**config.mk**
```make
export PLATFORM = sky130hd
export DESIGN_NAME = multicycle_control_unit
export DESIGN_NICKNAME = d
export VERILOG_FILES = /design/src/rtl/multicycle_control_unit.sv
export SDC_FILE = /design/constraint.sdc
export NUM_CORES = 1
export LEC_CHECK = 0
export ABC_AREA = 1
export CAP_MARGIN = 20
export CORE_MARGIN = 1
export CORE_UTILIZATION = 47
export DETAILED_ROUTE_END_ITERATION = 8
export GPL_ROUTABILITY_DRIVEN = 0
export PLACE_DENSITY = 0.75
export SYNTH_ARGS = -nofsm -noshare
export SYNTH_HDL_FRONTEND = slang
export SYNTH_SLANG_ARGS = --single-unit
```
**constraint.sdc**
```tcl
create_clock -name clk -period 1.5 [get_ports clk]
set_input_delay 0.15 -clock clk [delete_from_list [all_inputs] [get_ports clk]]
set_output_delay 0.15 -clock clk [all_outputs]
set_load 0.1 [all_outputs]
```
**src/rtl/multicycle_control_unit.sv**
```systemverilog
// Multicycle KGP-miniRISC control unit: registers the decoded control word and steps each
// instruction through FETCH/DECODE/EXEC/MEM/WB. Define MCU_PERF_CNT_EN to add retired/stall counters.
module multicycle_control_unit #(
  parameter int OPC_W   = 6,
  parameter int ALUOP_W = 3,
  parameter int BRH_W   = 4
) (
  input  logic               clk,
  input  logic               rst,
  input  logic [OPC_W-1:0]   opcode,
  input  logic               imem_ack,
  input  logic               dmem_ack,
  output logic               imem_req,
  output logic               dmem_req,
  output logic               ir_load,
  output logic               pc_write,
  output logic [1:0]         regDst,
  output logic               regWrite,
  output logic               memRead,
  output logic               memWrite,
  output logic [1:0]         memToReg,
  output logic               jumpAddr,
  output logic               lblSel,
  output logic [BRH_W-1:0]   brhSel,
  output logic [ALUOP_W-1:0] aluOp,
  output logic               illegal,
  output logic [2:0]         state_o
`ifdef MCU_PERF_CNT_EN
  ,
  output logic [31:0]        retired_cnt,
  output logic [31:0]        stall_cnt
`endif
);

  typedef enum logic [2:0] {
    S_IDLE   = 3'd0,
    S_FETCH  = 3'd1,
    S_DECODE = 3'd2,
    S_EXEC   = 3'd3,
    S_MEM    = 3'd4,
    S_WB     = 3'd5,
    S_TRAP   = 3'd6
  } state_t;

  // Control word latched on DECODE exit; the is_* flags steer the later phases.
  typedef struct packed {
    logic [1:0]         reg_dst;
    logic [1:0]         mem_to_reg;
    logic [ALUOP_W-1:0] alu_op;
    logic [BRH_W-1:0]   brh_sel;
    logic               jump_addr;
    logic               lbl_sel;
    logic               is_branch;
    logic               is_call;
    logic               is_load;
    logic               is_store;
  } ctrl_t;

  state_t state_q, state_d;
  ctrl_t  cw, dec;
  logic   dec_illegal;
  logic   imem_req_d, dmem_req_d, ir_load_d, pc_write_d;
  logic   reg_write_d, mem_read_d, mem_write_d, illegal_d;

  // Opcode decoder; an illegal opcode yields an all-zero word, which also clears the fields in TRAP.
  always_comb begin
    // NOTE: every combinational output gets a default first so no path leaves it unassigned (no latch).
    dec         = '0;
    dec_illegal = 1'b0;
    case (opcode[OPC_W-1 -: 2])
      2'b00: begin
        dec.reg_dst = 2'b01;
        dec.alu_op  = opcode[ALUOP_W-1:0];
      end
      2'b01: dec.alu_op = opcode[ALUOP_W-1:0];
      2'b11: begin
        case (opcode[1:0])
          2'b01: begin
            dec.is_load    = 1'b1;
            dec.mem_to_reg = 2'b01;
          end
          2'b10:   dec.is_store = 1'b1;
          default: dec_illegal  = 1'b1;
        endcase
      end
      default: begin
        if (opcode[3]) begin
          dec_illegal = 1'b1;
        end else begin
          dec.is_branch = 1'b1;
          dec.brh_sel   = BRH_W'({1'b1, opcode[2:0]});
          case (opcode[2:0])
            3'b000: dec.jump_addr = 1'b1;
            3'b001: begin
              dec.jump_addr  = 1'b1;
              dec.is_call    = 1'b1;
              dec.reg_dst    = 2'b10;
              dec.mem_to_reg = 2'b10;
            end
            default: dec.lbl_sel = 1'b1;
          endcase
        end
      end
    endcase
    if (dec_illegal) dec = '0;
  end

  always_comb begin
    state_d = state_q;
    case (state_q)
      S_IDLE:   state_d = S_FETCH;
      S_FETCH:  if (imem_ack) state_d = S_DECODE;
      S_DECODE: state_d = dec_illegal ? S_TRAP : S_EXEC;
      S_EXEC: begin
        if (cw.is_branch)                state_d = cw.is_call ? S_WB : S_FETCH;
        else if (cw.is_load || cw.is_store) state_d = S_MEM;
        else                             state_d = S_WB;
      end
      S_MEM:    if (dmem_ack) state_d = cw.is_load ? S_WB : S_FETCH;
      S_WB:     state_d = S_FETCH;
      S_TRAP:   state_d = S_TRAP;
      default:  state_d = S_IDLE;
    endcase
  end

  // Strobes are computed from the transition being taken and registered, so each one is
  // high during the cycle that follows its triggering edge (e.g. ir_load right after the ack).
  always_comb begin
    imem_req_d  = (state_d == S_FETCH);
    ir_load_d   = (state_q == S_FETCH) && imem_ack;
    pc_write_d  = ir_load_d || ((state_q == S_DECODE) && !dec_illegal && dec.is_branch);
    dmem_req_d  = (state_d == S_MEM);
    mem_read_d  = (state_d == S_MEM) && cw.is_load;
    mem_write_d = (state_d == S_MEM) && cw.is_store;
    reg_write_d = (state_d == S_WB);
    illegal_d   = illegal || (state_d == S_TRAP);
  end

  always_ff @(posedge clk or posedge rst) begin
    if (rst) begin
      state_q  <= S_IDLE;
      cw       <= '0;
      imem_req <= 1'b0;
      dmem_req <= 1'b0;
      ir_load  <= 1'b0;
      pc_write <= 1'b0;
      regWrite <= 1'b0;
      memRead  <= 1'b0;
      memWrite <= 1'b0;
      illegal  <= 1'b0;
    end else begin
      // NOTE: non-blocking assignments so every register samples pre-edge values.
      state_q  <= state_d;
      if (state_q == S_DECODE) cw <= dec;
      imem_req <= imem_req_d;
      dmem_req <= dmem_req_d;
      ir_load  <= ir_load_d;
      pc_write <= pc_write_d;
      regWrite <= reg_write_d;
      memRead  <= mem_read_d;
      memWrite <= mem_write_d;
      illegal  <= illegal_d;
    end
  end

  assign regDst   = cw.reg_dst;
  assign memToReg = cw.mem_to_reg;
  assign aluOp    = cw.alu_op;
  assign brhSel   = cw.brh_sel;
  assign jumpAddr = cw.jump_addr;
  assign lblSel   = cw.lbl_sel;
  assign state_o  = state_q;

`ifdef MCU_PERF_CNT_EN
  always_ff @(posedge clk or posedge rst) begin
    if (rst) begin
      retired_cnt <= '0;
      stall_cnt   <= '0;
    end else begin
      if ((state_d == S_FETCH) &&
          ((state_q == S_EXEC) || (state_q == S_MEM) || (state_q == S_WB)))
        retired_cnt <= retired_cnt + 32'd1;
      if ((imem_req && !imem_ack) || (dmem_req && !dmem_ack))
        stall_cnt <= stall_cnt + 32'd1;
    end
  end
`endif

endmodule

```
==> results of run 1 <==
## repair_timing
item / in CTS / in global routing
buffers inserted: 0 / 3
gates resized for setup: 0 / 2
endpoints found under the setup margin: 0 / 9
## registers in the layout, summed over array words and instances, names as in the netlist, 2 cells and up
signal and flops:
brhSel 4, aluOp 3, state_o 3, cw 2
memToReg 2, regDst 2
## area by class of cell
type	count	area [um^2]	area share, %
multi-input combinational	74	462	23.6
sequential	26	657	33.5
inverter	21	81.3	4.15
clock inverter	1	30.0	1.53
clock buffer	3	22.5	1.15
tap	30	37.5	1.92
timing repair buffer	46	668	34.1
## how the worst max path moves through the flow
| stage | from | end | slack (ns) | cells after the start |
|---|---|---|---|---|
| floorplan | state_o[1] | jumpAddr | 0.01 | 6 |
| global placement | opcode[0] | memRead | -0.16 | 10 |
| detailed placement | opcode[0] | memRead | -0.23 | 10 |
| CTS | state_o[0] | brhSel[0] | 0.01 | 7 |
| global route | state_o[0] | brhSel[0] | -0.05 | 7 |
| finish | opcode[0] | memRead | 0.05 | 10 |
## kinds of logic (layout without fill, tap and decap cells)
group	after synthesis	count (layout)	share of synthesized area [%]
AO/OA/AOI/OAI	18	18	9.87
adder cells (fa/ha/maj)	3	3	2.90
buffers and inverters	34	71	13.9
flip-flops	26	26	50.3
AND/OR/NAND/NOR	53	53	22.9
## cell usage in the layout, fill, tap and decap left out
cell,instances
dfrtp_2,2
nand3_1,4
ha_1,3
dfrtp_1,23
or2_1,1
bufinv_16,1
a21oi_2,2
o21ai_0,4
buf_12,24
o21ai_2,4
nand2_1,21
o31ai_1,4
nor3_1,1
nor2_1,7
clkdlybuf4s50_1,9
inv_4,1
nand3b_4,1
a21oi_1,2
inv_2,6
nand2_2,9
dfrtp_4,1
nand4_1,3
a22o_1,1
buf_4,13
nand3_2,2
nor2_4,4
clkbuf_4,3
inv_1,14
o22ai_1,1
## through the flow
step | TNS [ns] | util (%)
after detailed placement | -1.93 | 73.9
final | 0 | 76.9
after global routing | -0.250 | 76.9
after CTS | 0 | 76.0
after floorplan | 0 | -
after global placement | -1.17 | 73.9
## routing by layer
layer	up-vias	part of all wire, %
met2	39	50
met5	-	0
met4	0	2.7
met3	11	3.6
met1	488	43
li1	486	-
## worst max-delay path, stage by stage
cell	delay, ns
clkdlybuf4s50_1	0.50
inv_1	0.06
ha_1	0.31
a21oi_2	0.16
nand2_2	0.09
nand2_1	0.06
nand2_1	0.08
nand2_2	0.10
nand3_2	0.09
nor2_1	0.10
==> reports/results.tsv, run 1 <==
stage	metric	value	unit
global_route	GRT overflow	0	
worst_setup_path	CP required	1.77	ns
cts	clock buffer depth	2	
worst_setup_path	Worst Path Arrival	1.72	ns
sta	post-route minimum period	1.45	ns
drt	Via density	5.09	
worst_setup_path	launching point of the worst reg2reg path	state_o[0]	
sta	Max Slew Vio Count	0	
synthesis	share of the synthesized area in the top cell type	50.3	%
synthesis	Post-synth EDFFs	0	
cts	root buf cell	clkbuf_4	
synthesis	Mapped Area	1290	um^2
die	Rows	18	
cts	# clock sinks	26	
global_route	largest net degree at the start of global routing	27	
drt	DR vias	1024	
global_route	busiest metal layer after global routing	met2	
placement	placed cells	194	
sta	worst setup margin	0.0480	ns
synthesis	ys flop type	dfrtp_1	
synthesis	Post-Syn Instances	134	
worst_setup_path	Worst R2R End	brhSel[0]	
cts	Inserted Clock Buffers	3	
drt	1st-pass router iterations	4	
global_route	vias in the first global route	1001	
placement	Setup Slack @ Placement	-0.235	ns
worst_setup_path	flop-to-flop setup slack	0.05	ns
die	io pins	34	
worst_setup_path	startpoint types	input pin	
worst_setup_path	critical path class	input pin to flip-flop	
placement	Post-DP HPWL	1970	um
final_layout	fillers	153	
die	initial core utilization	50.8	%
worst_setup_path	CP endpoint kind	flip-flop	
final_layout	fraction of layout cells with a size suffix above 1	42.7	%
sta	Final Cycle Share	96.8	%
synthesis	Yosys cell types	23	
final_layout	fin nets	185	
cts	# hold bufs at CTS	0	
drt	drt total wl	2780	um
synthesis	top-count cell post-synth	dfrtp_1	
synthesis	Mean Syn Cell Area	9.65	um^2
synthesis	register bit count reported by yosys	26	
global_route	M3 GR Usage	2.50	%
global_route	first-pass GRT wire length	4550	um
drt	# DRC	0	
flow_run	Max Cap Viol	0	
synthesis	register area share after synthesis	50.3	%
die	Die ar.	2960	um^2
final_layout	n_diodes	0	
die	floorplan core area	2540	um^2
drt	DR WL/cell	13.8	um
sta	slew at the pin closest to its max-slew limit	0.393	ns
synthesis	fraction of registers with async set/reset	100	%
cts	clock transition at the registers of the reported paths	0.15	ns
die	Die Ht	54.4	um
sta	Worst Skew	0.00639	ns
sta	Final setup viols	0	
worst_setup_path	reg2reg path depth	7	
cts	latest clock arrival within the worst-skew pair	0.33	ns
synthesis	most common library cells after synthesis	dfrtp_1, nand2_1, inv_1	
worst_setup_path	CP max FO	3	
drt	ANT nets after route	0	
cts	CTS tree	done	
cts	H-tree Lvls	1	
global_route	met2 GRT Util	36.6	%
synthesis	Synth Net Count	147	
die	Die Width	54.4	um
placement	placed cell area	1880	um^2
min_path	Hold WC Path Type	input pin to asynchronous set/reset pin	
outcome	status	complete, no violations	
synthesis	largest area contributor in the netlist	dfrtp_1	
synthesis	synth warn	0	
synthesis	top post-synthesis cells by area	dfrtp_1, buf_4, nand2_1, inv_1, nand2_2	
sta	Max Clock Freq	689	MHz
placement	PortBufs	33	
global_route	Total Routing Usage GR	22.2	%
global_route	GRT met1 Usage	28.6	%
global_route	initial antenna violation count	0	
final_layout	Area Growth Syn to Fin	51.5	%
sta	Hold Fails Final Rpt	0	
drt	initial drt markers	23	
sta	RSZ-0062 raised after global routing	yes	
sta	WHS	0.152	ns
sta	Max-slew headroom	73.6	%
final_layout	Final Cell Area	1960	um^2
final_layout	Finished Layout Cells	201	
Power of run 1 is not shown: default switching activity piles up to over one toggle a cycle in this logic, so the estimate is an artifact.
==> inputs of run 2 (changes only) <==
==> constraint.sdc (replaced) <==
create_clock -name clk -period 1.5 [get_ports clk]
set_input_delay 0.15 -clock clk [delete_from_list [all_inputs] [get_ports clk]]
set_output_delay 0.15 -clock clk [all_outputs]
set_load 0.05 [all_outputs]
==> run 2 against run 1 <==
Effect of this change:
- register-to-register slack gained 0.07 ns
- setup slack improved by 0.058 ns
- cell area fell by 16%
- critical path type unchanged
- final cell count is 1.5% lower
- critical endpoint is now memWrite
- via count is 5.8% lower
- clock-buffer cell count is 1 higher
- critical path depth unchanged
- highest routed layer unchanged
- die area stayed put
==> reports/results.tsv, run 2 (synthesis gave the netlist of run 1 again) <==
stage	metric	value	unit	change
pwr	Logic pwr share	59.6	%	
final_layout	fraction of layout cells with a size suffix above 1	39.3	%	was 42.7%
final_layout	commonest cells after routing, fill and taps aside	buf_4, dfrtp_1, nand2_1		was buf_12, dfrtp_1, nand2_1
worst_setup_path	CP endpoint kind	flip-flop		unchanged
cts	setup bufs post-CTS	0		unchanged
outcome	status	complete, no violations		unchanged
placement	PortBufs	33		unchanged
cts	root buf cell	clkbuf_4		unchanged
pwr	switching pwr	1.81	mW	
sta	post-route minimum period	1.39	ns	was 1.45 ns
pwr	switching share of total power	51.2	%	
cts	clock transition at the registers of the reported paths	0.14	ns	was 0.15 ns
drt	DR WL/cell	12.1	um	was 13.8 um
final_layout	leading cell type in the layout, fill and taps excluded	buf_4		was buf_12
pwr	Pwr per Cell Area	2150	nW/um^2	
flow_run	Max Cap Viol	0		unchanged
sta	Max Slew Vio Count	0		unchanged
global_route	busiest metal layer after global routing	met2		unchanged
final_layout	Area Growth Syn to Fin	27.0	%	was 51.5%
cts	CTS tree	done		unchanged
final_layout	n_diodes	0		unchanged
die	Die Ht	54.4	um	unchanged
worst_setup_path	CP max FO	3		unchanged
pwr	sequential power share	31.9	%	
sta	slew at the pin closest to its max-slew limit	0.408	ns	was 0.393 ns
placement	placed cell area	1610	um^2	was 1880 um^2
worst_setup_path	startpoint types	input pin		unchanged
worst_setup_path	critical path class	input pin to flip-flop		unchanged
die	Die Width	54.4	um	unchanged
sta	RSZ-0062 raised after global routing	no		was yes
final_layout	Final Cell Area	1640	um^2	was 1960 um^2
cts	clock buffer depth	2		unchanged
die	io pins	34		unchanged
pwr	maximum VDD drop	1.50	mV	
final_layout	max reg flops	4		unchanged
sta	Hold Fails Final Rpt	0		unchanged
pwr	Lkg Pwr	0.883	nW	
cts	H-tree Lvls	1		unchanged
global_route	first-pass GRT wire length	3880	um	was 4550 um
worst_setup_path	CP required	1.74	ns	was 1.77 ns
die	initial core utilization	50.8	%	unchanged
cts	latest clock arrival within the worst-skew pair	0.32	ns	was 0.33 ns
worst_setup_path	flop-to-flop setup slack	0.12	ns	was 0.05 ns
final_layout	Register Area	652	um^2	was 657 um^2
global_route	largest net degree at the start of global routing	19		was 27
drt	DR vias	965		was 1024
worst_setup_path	reg2reg path depth	7		unchanged
cts	# clock sinks	26		unchanged
final_layout	fillers	206		was 153
drt	drt total wl	2400	um	was 2780 um
drt	Via density	4.87		was 5.09
sta	Max Clock Freq	717	MHz	was 689 MHz
drt	1st-pass router iterations	4		unchanged
sta	Final setup viols	0		unchanged
drt	# DRC	0		unchanged
sta	Final Cycle Share	92.9	%	was 96.8%
final_layout	fin nets	182		was 185
global_route	M3 GR Usage	2.50	%	unchanged
die	floorplan core area	2540	um^2	unchanged
global_route	GRT met1 Usage	25.4	%	was 28.6%
die	Rows	18		unchanged
placement	Post-DP HPWL	1950	um	was 1970 um
drt	initial drt markers	31		was 23
final_layout	footprint of the multi-input gates	462	um^2	unchanged
pwr	clock power share	8.5	%	
worst_setup_path	Worst Path Arrival	1.64	ns	was 1.72 ns
global_route	met2 GRT Util	29.7	%	was 36.6%
sta	WHS	0.103	ns	was 0.152 ns
drt	ANT nets after route	0		unchanged
worst_setup_path	launching point of the worst reg2reg path	state_o[2]		was state_o[0]
cts	Inserted Clock Buffers	3		unchanged
pwr	P_int	1.72	mW	
sta	Max-slew headroom	72.7	%	was 73.6%
global_route	GRT overflow	0		unchanged
global_route	Total Routing Usage GR	18.3	%	was 22.2%
global_route	initial antenna violation count	0		unchanged
min_path	Hold WC Path Type	input pin to asynchronous set/reset pin		unchanged
sta	Worst Skew	0.0118	ns	was 0.00639 ns
worst_setup_path	Worst R2R End	memWrite		was brhSel[0]
global_route	vias in the first global route	889		was 1001
die	Die ar.	2960	um^2	unchanged
run 2: cell count changes in the layout (fill, tap and decap cells not counted), sizes merged:
cell and delta:
bufinv -1, buf -3, clkbuf +1
run 2: per-layer routing:
metal | share of wire (%) | routed length, um
met1 | 48 | 1160
met2 | 47 | 1140
met3 | 4.5 | 109
met5 | 0 | 0
met4 | 0.083 | 2
run 2: worst max-delay path by stage:
stage,start,endpoint,slack [ns],cells after the start
after floorplan,state_o[2],memRead,0.03,7
after global placement,opcode[0],memRead,-0.17,10
after detailed placement,opcode[0],memWrite,-0.23,10
after CTS,opcode[0],memWrite,0.1,10
after global routing,state_o[0],brhSel[1],0.02,7
final,opcode[0],memWrite,0.11,10
run 2: critical path, cell delays in order:
cell             delay [ns]
clkdlybuf4s50_1        0.48
inv_1                  0.06
ha_1                   0.30
a21oi_2                0.15
nand2_2                0.07
nand2_1                0.06
nand2_1                0.07
nand2_2                0.09
nand3_2                0.10
nor2_1                 0.11
run 2: per-stage QoR:
stage | TNS [ns] | worst slack, ns | cells | utilization, % | power [mW]
floorplan | 0 | 0.0263 | 134 | - | 2.77
global placement | -1.15 | -0.165 | 194 | 63.4 | 3.20
detailed placement | -1.44 | -0.230 | 194 | 63.4 | 3.24
CTS | 0 | 0.0973 | 198 | 64.4 | 3.54
global route | 0 | 0.0199 | 198 | 64.5 | 3.74
finish | 0 | 0.106 | 198 | 64.5 | 3.53
run 2: final cells by class:
class | count | share of cell area (%)
Multi-Input combinational cell | 74 | 28.1
Inverter | 21 | 4.95
Sequential cell | 26 | 39.7
Timing Repair Buffer | 43 | 23.3
Clock buffer | 4 | 1.60
Tap cell | 30 | 2.29
run 2: what timing repair did:
| action | CTS | global route |
|---|---|---|
| setup endpoints to repair | 0 | 8 |
| resized for setup | 0 | 2 |
| hold buffers | 0 | 0 |
run 2: power groups by stage:
stage / Sequential, mW / Combinational (mW) / Clock (mW)
CTS: 1.13 / 2.11 / 0.306
global route: 1.16 / 2.24 / 0.333
global placement: 1.13 / 2.07 / 0
detailed placement: 1.15 / 2.10 / 0
floorplan: 1.51 / 1.26 / 0
finish: 1.13 / 2.10 / 0.302
No activity file was read; power rests on OpenSTA's default activity.
==> inputs of run 3 (changes only) <==
--- a/config.mk
+++ b/config.mk
@@ -15,3 +15,4 @@
 export SYNTH_ARGS = -nofsm -noshare
 export SYNTH_HDL_FRONTEND = slang
 export SYNTH_SLANG_ARGS = --single-unit
+export TNS_END_PERCENT = 20
==> results of run 3 <==
The final DEF is identical to that of run 2; final timing and power are the same.
